--- src/rtl/two_d_filter_pkg.sv ---
// Shared types and constants for the 3x3 filter controller.
// Tap k maps to coefficient (r,c) as k=(r-1)*3+(c-1).
package two_d_filter_pkg;

    localparam int NUM_TAPS   = 9;
    localparam int DEF_COEF_W = 9;

    typedef enum logic {
        IDLE,
        ACTIVE
    } state_t;

    localparam logic [3:0] TAP_1_1 = 4'd0;
    localparam logic [3:0] TAP_1_2 = 4'd1;
    localparam logic [3:0] TAP_1_3 = 4'd2;
    localparam logic [3:0] TAP_2_1 = 4'd3;
    localparam logic [3:0] TAP_2_2 = 4'd4;
    localparam logic [3:0] TAP_2_3 = 4'd5;
    localparam logic [3:0] TAP_3_1 = 4'd6;
    localparam logic [3:0] TAP_3_2 = 4'd7;
    localparam logic [3:0] TAP_3_3 = 4'd8;

    function automatic logic [3:0] tap_idx(input int r, input int c);
        return 4'((r - 1) * 3 + (c - 1));
    endfunction

endpackage

--- src/rtl/two_d_filter_ctrl_if.sv ---
// Coefficient configuration bus: shadow writes and commit requests.
// The host side is master, the controller side is slave.
interface two_d_filter_ctrl_if #(
    parameter int COEF_W = 9
) ();

    logic              cfg_wr;
    logic [3:0]        cfg_addr;
    logic [COEF_W-1:0] cfg_data;
    logic              cfg_commit;

    modport master (
        output cfg_wr,
        output cfg_addr,
        output cfg_data,
        output cfg_commit
    );

    modport slave (
        input cfg_wr,
        input cfg_addr,
        input cfg_data,
        input cfg_commit
    );

endinterface

--- src/rtl/two_d_filter_coef_bank.sv ---
// Shadow/active coefficient double buffer.
// A commit copies the shadow bank including a write in the same cycle.
module two_d_filter_coef_bank
    import two_d_filter_pkg::*;
#(
    parameter int COEF_W = DEF_COEF_W
) (
    input  logic                       clk,
    input  logic                       aclr,
    two_d_filter_ctrl_if.slave         cfg,
    input  logic                       commit,
    output logic [NUM_TAPS*COEF_W-1:0] coef_flat
);

    logic [COEF_W-1:0] shadow     [NUM_TAPS];
    logic [COEF_W-1:0] active     [NUM_TAPS];
    logic [COEF_W-1:0] shadow_nxt [NUM_TAPS];

    // Addresses above the last tap never match, so they are dropped.
    always_comb begin
        for (int k = 0; k < NUM_TAPS; k++) begin
            shadow_nxt[k] = shadow[k];
            if (cfg.cfg_wr && cfg.cfg_addr == 4'(k))
                shadow_nxt[k] = cfg.cfg_data;
        end
    end

    always_ff @(posedge clk or negedge aclr) begin
        if (!aclr) begin
            for (int k = 0; k < NUM_TAPS; k++) begin
                shadow[k] <= '0;
                active[k] <= '0;
            end
        end else begin
            for (int k = 0; k < NUM_TAPS; k++) begin
                shadow[k] <= shadow_nxt[k];
                if (commit)
                    active[k] <= shadow_nxt[k];
            end
        end
    end

    always_comb begin
        coef_flat = '0;
        for (int k = 0; k < NUM_TAPS; k++)
            coef_flat[k*COEF_W +: COEF_W] = active[k];
    end

endmodule

--- src/rtl/two_d_filter_ctrl.sv ---
// Raster sequencer, frame timeout and coefficient commit control
// for the 3x3 two_d_filter datapath.
module two_d_filter_ctrl
    import two_d_filter_pkg::*;
#(
    parameter int COLS    = 12,
    parameter int ROWS    = 16,
    parameter int COEF_W  = 9,
    parameter int TIMEOUT = 64
) (
    input  logic                       clk,
    input  logic                       aclr,
    input  logic                       data_valid_in,
    two_d_filter_ctrl_if.slave         cfg,
    output logic [NUM_TAPS*COEF_W-1:0] coef_flat,
    output logic [$clog2(COLS)-1:0]    x_pos,
    output logic [$clog2(ROWS)-1:0]    y_pos,
    output logic                       pix_valid,
    output logic                       win_valid,
    output logic                       sof,
    output logic                       eol,
    output logic                       eof,
    output logic                       abort,
    output logic                       busy,
    output logic                       commit_pending
);

    localparam int XW = $clog2(COLS);
    localparam int YW = $clog2(ROWS);
    localparam int TW = $clog2(TIMEOUT + 1);

    state_t        state;
    logic [XW-1:0] x_cnt;
    logic [YW-1:0] y_cnt;
    logic [TW-1:0] tmo_cnt;
    logic          apply_q;

    logic last_x;
    logic last_y;
    logic frame_end;
    logic tmo_hit;
    logic commit_now;

    always_comb begin
        last_x     = (x_cnt == XW'(COLS - 1));
        last_y     = (y_cnt == YW'(ROWS - 1));
        frame_end  = (state == ACTIVE) && data_valid_in && last_x && last_y;
        tmo_hit    = (state == ACTIVE) && !data_valid_in &&
                     (tmo_cnt == TW'(TIMEOUT - 1));
        commit_now = ((state == IDLE) && cfg.cfg_commit) || apply_q;
    end

    assign busy = (state == ACTIVE);

    always_ff @(posedge clk or negedge aclr) begin
        if (!aclr) begin
            state          <= IDLE;
            x_cnt          <= '0;
            y_cnt          <= '0;
            tmo_cnt        <= '0;
            apply_q        <= 1'b0;
            commit_pending <= 1'b0;
            x_pos          <= '0;
            y_pos          <= '0;
            pix_valid      <= 1'b0;
            win_valid      <= 1'b0;
            sof            <= 1'b0;
            eol            <= 1'b0;
            eof            <= 1'b0;
            abort          <= 1'b0;
        end else begin
            pix_valid <= data_valid_in;
            win_valid <= 1'b0;
            sof       <= 1'b0;
            eol       <= 1'b0;
            eof       <= 1'b0;
            abort     <= 1'b0;

            // Frame end turns any commit into an apply one cycle later.
            apply_q <= (frame_end || tmo_hit) &&
                       (commit_pending || cfg.cfg_commit);
            if (commit_now)
                commit_pending <= 1'b0;
            else if ((state == ACTIVE) && cfg.cfg_commit &&
                     !frame_end && !tmo_hit)
                commit_pending <= 1'b1;

            if (data_valid_in) begin
                x_pos     <= x_cnt;
                y_pos     <= y_cnt;
                sof       <= (state == IDLE);
                win_valid <= (x_cnt >= XW'(2)) && (y_cnt >= YW'(2));
                eol       <= last_x;
                eof       <= last_x && last_y;
                tmo_cnt   <= '0;
                if (last_x) begin
                    x_cnt <= '0;
                    y_cnt <= last_y ? '0 : y_cnt + YW'(1);
                end else begin
                    x_cnt <= x_cnt + XW'(1);
                end
                state <= (last_x && last_y) ? IDLE : ACTIVE;
            end else if (state == ACTIVE) begin
                if (tmo_hit) begin
                    abort   <= 1'b1;
                    state   <= IDLE;
                    x_cnt   <= '0;
                    y_cnt   <= '0;
                    tmo_cnt <= '0;
                end else begin
                    tmo_cnt <= tmo_cnt + TW'(1);
                end
            end
        end
    end

    two_d_filter_coef_bank #(
        .COEF_W (COEF_W)
    ) u_coef_bank (
        .clk       (clk),
        .aclr      (aclr),
        .cfg       (cfg),
        .commit    (commit_now),
        .coef_flat (coef_flat)
    );

endmodule

--- src/flat_wrapper.sv ---
// flat-port wrapper written by rule: the top's interface ports become plain ports
module two_d_filter_ctrl_flat import two_d_filter_pkg::*;
#(
    parameter int COLS    = 12,
    parameter int ROWS    = 16,
    parameter int COEF_W  = 9,
    parameter int TIMEOUT = 64
)
  (clk, aclr, data_valid_in, coef_flat, x_pos, y_pos, pix_valid, win_valid, sof, eol, eof, abort, busy, commit_pending, cfg_cfg_wr, cfg_cfg_addr, cfg_cfg_data, cfg_cfg_commit);
  two_d_filter_ctrl_if #(.COEF_W(COEF_W)) cfg_i ();
  input  logic clk;
  input  logic aclr;
  input  logic data_valid_in;
  output logic [NUM_TAPS*COEF_W-1:0] coef_flat;
  output logic [$clog2(COLS)-1:0] x_pos;
  output logic [$clog2(ROWS)-1:0] y_pos;
  output logic pix_valid;
  output logic win_valid;
  output logic sof;
  output logic eol;
  output logic eof;
  output logic abort;
  output logic busy;
  output logic commit_pending;
  input wire logic [$bits(cfg_i.cfg_wr)-1:0] cfg_cfg_wr;
  input wire logic [$bits(cfg_i.cfg_addr)-1:0] cfg_cfg_addr;
  input wire logic [$bits(cfg_i.cfg_data)-1:0] cfg_cfg_data;
  input wire logic [$bits(cfg_i.cfg_commit)-1:0] cfg_cfg_commit;
  assign cfg_i.cfg_wr = cfg_cfg_wr;
  assign cfg_i.cfg_addr = cfg_cfg_addr;
  assign cfg_i.cfg_data = cfg_cfg_data;
  assign cfg_i.cfg_commit = cfg_cfg_commit;
  two_d_filter_ctrl #(.COLS(COLS), .ROWS(ROWS), .COEF_W(COEF_W), .TIMEOUT(TIMEOUT)) u_core (.clk(clk), .aclr(aclr), .data_valid_in(data_valid_in), .cfg(cfg_i), .coef_flat(coef_flat), .x_pos(x_pos), .y_pos(y_pos), .pix_valid(pix_valid), .win_valid(win_valid), .sof(sof), .eol(eol), .eof(eof), .abort(abort), .busy(busy), .commit_pending(commit_pending));
endmodule
--- config.mk ---
export PLATFORM = sky130hd
export DESIGN_NAME = two_d_filter_ctrl_flat
export DESIGN_NICKNAME = d
export VERILOG_FILES = /design/src/rtl/two_d_filter_pkg.sv /design/src/rtl/two_d_filter_ctrl_if.sv /design/src/rtl/two_d_filter_coef_bank.sv /design/src/rtl/two_d_filter_ctrl.sv /design/src/flat_wrapper.sv
export SDC_FILE = /design/constraint.sdc
export NUM_CORES = 1
export LEC_CHECK = 0
export ABC_CLOCK_PERIOD_IN_PS = 3400
export CORE_ASPECT_RATIO = 1.4
export CORE_MARGIN = 10
export CORE_UTILIZATION = 26
export DETAILED_ROUTE_END_ITERATION = 7
export GPL_TIMING_DRIVEN = 0
export HOLD_SLACK_MARGIN = 0.15
export MAX_ROUTING_LAYER = met4
export PLACE_DENSITY = 0.49
export SLEW_MARGIN = 40
export SYNTH_ARGS = -nofsm -noshare
export SYNTH_HDL_FRONTEND = slang
export SYNTH_SLANG_ARGS = --single-unit
--- constraint.sdc ---
create_clock -name clk -period 3.4 [get_ports clk]
set_input_delay 0.68 -clock clk [delete_from_list [all_inputs] [get_ports clk]]
set_output_delay 0.68 -clock clk [all_outputs]
set_load 0.02 [all_outputs]
==> impl_metrics.prom <==
# TYPE chip_impl_metric gauge
chip_impl_info{name="outcome",value="complete, no violations"} 1
chip_impl_metric{name="die_height",unit="um"} 227
chip_impl_metric{name="postCtsResizedCells",unit=""} 0
chip_impl_metric{name="wl_per_cell",unit="um"} 20.5
chip_impl_metric{name="flow.area_growth_from_synthesis",unit="%"} 27.2
chip_impl_metric{name="route.detailed.drc",unit=""} 0
chip_impl_metric{name="design_power_total",unit="mW"} 6.79
chip_impl_metric{name="final.fill_count",unit=""} 3085
chip_impl_info{name="globalRoute.busiestLayer",value="met2"} 1
chip_impl_metric{name="static-leakage-power",unit="nW"} 4.32
chip_impl_metric{name="cts-root-to-sink-buffers",unit=""} 2
chip_impl_metric{name="final.setup.tns",unit="ps"} 0
chip_impl_metric{name="synth_area",unit="um2"} 7960
chip_impl_metric{name="nNetsFinal",unit=""} 931
chip_impl_info{name="cts-root-buf",value="sky130_fd_sc_hd__clkbuf_16"} 1
chip_impl_metric{name="grt_util_met1",unit="%"} 17.4
chip_impl_metric{name="synth_enable_flop_cells",unit=""} 0
chip_impl_metric{name="power_dissipated_by_switching_net_loads",unit="mW"} 2.17
chip_impl_metric{name="internal_power",unit="mW"} 4.62
chip_impl_metric{name="crit_path_setup_slack_layout",unit="ps"} 777
chip_impl_metric{name="max_clock_freq",unit="MHz"} 381
chip_impl_info{name="hp-class",value="primary input to async pin"} 1
chip_impl_metric{name="crit_required",unit="ps"} 3700
chip_impl_metric{name="cts_hold_repair.buffers",unit=""} 0
chip_impl_info{name="synth_area_leader_cell",value="sky130_fd_sc_hd__dfrtp_1"} 1
chip_impl_metric{name="start_util",unit="%"} 26.4
chip_impl_metric{name="pin_count_of_the_biggest_net_entering_global_routing",unit=""} 68
chip_impl_info{name="timing.critical_path.mode_cell",value="sky130_fd_sc_hd__clkbuf_1"} 1
chip_impl_info{name="cp-end-kind",value="register"} 1
chip_impl_metric{name="detail_route.wirelength",unit="um"} 26900
chip_impl_metric{name="cp_max_fo",unit=""} 10
chip_impl_metric{name="comb_power_share",unit="%"} 25.0
chip_impl_metric{name="avgViaCountPerCell",unit=""} 5.08
chip_impl_metric{name="synthDistinctLibCells",unit=""} 51
chip_impl_metric{name="path_buf_inv",unit=""} 4
chip_impl_info{name="synth_top_flop_cell",value="sky130_fd_sc_hd__dfrtp_1"} 1
chip_impl_metric{name="drtIter0Drc",unit=""} 511
chip_impl_metric{name="p_seq_share",unit="%"} 44.7
chip_impl_metric{name="power_density",unit="nW/um2"} 670
chip_impl_metric{name="postRouteAntennaNets",unit=""} 0
chip_impl_metric{name="clock_power_share",unit="%"} 30.4
chip_impl_metric{name="clock-skew-final",unit="ps"} 8.06
chip_impl_metric{name="seq_area_frac_synth",unit="%"} 61.0
chip_impl_metric{name="ys.warnings.count",unit=""} 0
chip_impl_metric{name="core_region_area",unit="um2"} 30100
chip_impl_metric{name="share_of_post_route_cells_with_drive_strength_above_1",unit="%"} 8.47
chip_impl_metric{name="worst_path_largest_cell_delay",unit="ps"} 520
chip_impl_metric{name="post-route-period-util",unit="%"} 77.1
chip_impl_metric{name="clkLatencyLatePin",unit="ps"} 450
chip_impl_metric{name="grt_util_met2",unit="%"} 22.6
chip_impl_metric{name="drt_pre_antenna_iters",unit=""} 5
chip_impl_info{name="grt_setup_unrepaired",value="false"} 1
chip_impl_metric{name="final.hold.worst_slack",unit="ps"} 169
chip_impl_metric{name="first_global_vias",unit=""} 6878
chip_impl_metric{name="slew-limit-headroom",unit="%"} 38.4
chip_impl_metric{name="fin_area",unit="um2"} 10100
chip_impl_metric{name="fp.dieArea",unit="um2"} 38100
chip_impl_info{name="crit_chain",value="clkdlybuf4s50_1 -> nor2b_1 -> buf_2 -> or2_1 -> clkbuf_1 -> clkbuf_1 -> a31oi_1"} 1
chip_impl_metric{name="cts_sinks",unit=""} 194
chip_impl_metric{name="port_buffers",unit=""} 102
chip_impl_metric{name="multi_input_comb_area",unit="um2"} 2760
chip_impl_metric{name="post_cts_buffers",unit=""} 0
chip_impl_metric{name="vdd_drop_max",unit="mV"} 0.378
chip_impl_metric{name="boundaryPins",unit=""} 115
chip_impl_info{name="largest_cells_by_area_after_synthesis",value="sky130_fd_sc_hd__dfrtp_1 61%, sky130_fd_sc_hd__a31oi_1 6.4%, sky130_fd_sc_hd__nand3_1 5.4%"} 1
chip_impl_info{name="setup.worst_path.class",value="primary input to register"} 1
chip_impl_metric{name="grt_pass1_wl",unit="um"} 41800
chip_impl_metric{name="rows",unit=""} 75
chip_impl_info{name="clock_tree_from_tritoncts",value="built"} 1
chip_impl_metric{name="routed_via_count",unit=""} 6645
chip_impl_metric{name="clkSlewWorstSetupHoldPaths",unit="ps"} 70
chip_impl_metric{name="fp.dieW",unit="um"} 168
chip_impl_info{name="cp_launch_point",value="cfg_cfg_commit"} 1
chip_impl_metric{name="globalRoute.totalOverflow",unit=""} 0
chip_impl_metric{name="pre_cts_ws",unit="ps"} 274
chip_impl_metric{name="cts-buffers-inserted",unit=""} 17
chip_impl_metric{name="timing.final.crit_period",unit="ps"} 2620
chip_impl_metric{name="postSynth.asyncResetShare",unit="%"} 100
chip_impl_metric{name="post-synth-top-area-fraction",unit="%"} 61.0
chip_impl_info{name="synth_commonest_cells",value="194 x sky130_fd_sc_hd__dfrtp_1, 93 x sky130_fd_sc_hd__nand2_1, 86 x sky130_fd_sc_hd__nand3_1, 86 x sky130_fd_sc_hd__nor3_1, 83 x sky130_fd_sc_hd__o21ai_0"} 1
chip_impl_metric{name="gpl.final_weighted_congestion",unit=""} 0.801
chip_impl_metric{name="htreeDepth",unit=""} 4
chip_impl_metric{name="setup-violations-final",unit=""} 0
chip_impl_metric{name="grt_antenna_before_repair",unit=""} 3
chip_impl_metric{name="critPathArrivalTime",unit="ps"} 2920
chip_impl_info{name="timing.critical_path.slowest_stage_cell",value="sky130_fd_sc_hd__clkdlybuf4s50_1"} 1
chip_impl_metric{name="synth_seq_cells",unit=""} 194
chip_impl_info{name="critPathTopFamily",value="buffers and inverters"} 1
chip_impl_metric{name="syn_inst",unit=""} 785
chip_impl_metric{name="register_area",unit="um2"} 4850
chip_impl_metric{name="dpl-instance-area",unit="um2"} 9530
chip_impl_info{name="worst_setup_path_start_kind",value="primary input"} 1
chip_impl_metric{name="dp_hpwl",unit="um"} 18400
chip_impl_metric{name="maxSlewViolCount",unit=""} 0
chip_impl_info{name="synth.most_common_cell",value="sky130_fd_sc_hd__dfrtp_1"} 1
chip_impl_metric{name="grt_use_met3",unit="%"} 3.80
chip_impl_metric{name="power.switching_fraction",unit="%"} 32.0
chip_impl_metric{name="synth.net_count",unit=""} 808
chip_impl_metric{name="grt_use_total",unit="%"} 14.4
chip_impl_info{name="reg2reg_from",value="u_core.busy$_DFF_PN0_"} 1
chip_impl_metric{name="report.final.hold_viol_count",unit=""} 0
chip_impl_metric{name="postSynthAreaPerCell",unit="um2"} 10.1
chip_impl_metric{name="drv.max_cap_violation_count",unit=""} 0
chip_impl_metric{name="worst_slew_pin_slew",unit="ps"} 925
## per-layer routing
| metal | up-vias | share of wire, % |
|---|---|---|
| li1 | 3086 | - |
| met1 | 3311 | 43 |
| met2 | 206 | 48 |
| met3 | 42 | 6.1 |
| met4 | 0 | 2.8 |
| met5 | - | 0 |
## logic make-up after synthesis
family,after synthesis,share of synthesized area [%]
compound gates,189,13.9
flops,194,61.0
xor+xnor,2,0.220
fa+ha+maj,5,0.786
mux,8,1.10
buf+inv,83,4.41
simple gates,304,18.6
## power groups by stage
stage,clock network [mW],registers (mW),logic [mW]
2_1_floorplan,0,3.30,0.633
3_3_place_gp,0,3.08,1.70
3_5_place_dp,0,3.08,1.72
4_1_cts,2.11,3.04,1.73
5_1_grt,2.20,3.09,1.86
6_report,2.06,3.03,1.70
## state kept, by name (all words and copies together), names as in the netlist, 4 cells and up
name                          count
u_core.tmo_cnt                    7
u_core.u_coef_bank.coef_flat     81
u_core.u_coef_bank.shadow        81
u_core.x_cnt                      4
u_core.x_pos                      4
u_core.y_cnt                      4
u_core.y_pos                      4
## layout make-up
cell class	count	area share, %
tap	385	4.76
sequential	194	47.9
timing repair buffer	104	10.7
buffer	73	3.15
clock inverter	14	1.49
multi-input combinational	508	27.2
inverter	10	0.371
clock buffer	18	4.34
antenna	3	0.0741
## worst register-to-register path, stage by stage (launching register included)
cell and delay (ps):
sky130_fd_sc_hd__dfrtp_1 440, sky130_fd_sc_hd__nor2b_1 120, sky130_fd_sc_hd__buf_2 300, sky130_fd_sc_hd__or2_1 150, sky130_fd_sc_hd__clkbuf_1 480, sky130_fd_sc_hd__clkbuf_1 480
sky130_fd_sc_hd__a31oi_1 180
## cell usage in the layout (no fill, tap or decap), drive strengths merged, types with 4 or more instances in the layout
cell / count
dfrtp: 194
clkdlybuf4s50: 101
nand2: 93
o21ai: 87
nand3: 86
nor3: 86
a31oi: 82
clkbuf: 67
buf: 27
inv: 15
nor2: 10
mux2: 6
ha: 5
nand4: 5
clkinv: 5
nor2b: 4
nand3b: 4
## path summary, 6_finish.rpt
check,depth (start not counted),to,slack (ps)
hold / removal,1,u_core.u_coef_bank.coef_flat[36]$_DFFE_PN0P_,170
min in group clk,2,u_core.u_coef_bank.shadow[66]$_DFF_PN0_,490
max in group asynchronous,3,u_core.u_coef_bank.coef_flat[67]$_DFFE_PN0P_,2150
setup reg to reg,6,u_core.u_coef_bank.coef_flat[4]$_DFFE_PN0P_,1110
hold reg to reg,2,u_core.u_coef_bank.shadow[66]$_DFF_PN0_,490
setup / recovery,7,u_core.u_coef_bank.coef_flat[4]$_DFFE_PN0P_,780
## through the flow
step | std cells | util (%)
2_1_floorplan | 785 | -
3_3_place_gp | 1272 | 31.4
3_5_place_dp | 1274 | 31.6
4_1_cts | 1306 | 33.6
5_1_grt | 1309 | 33.6
6_report | 1309 | 33.6
No activity file was read; power rests on OpenSTA's default activity.
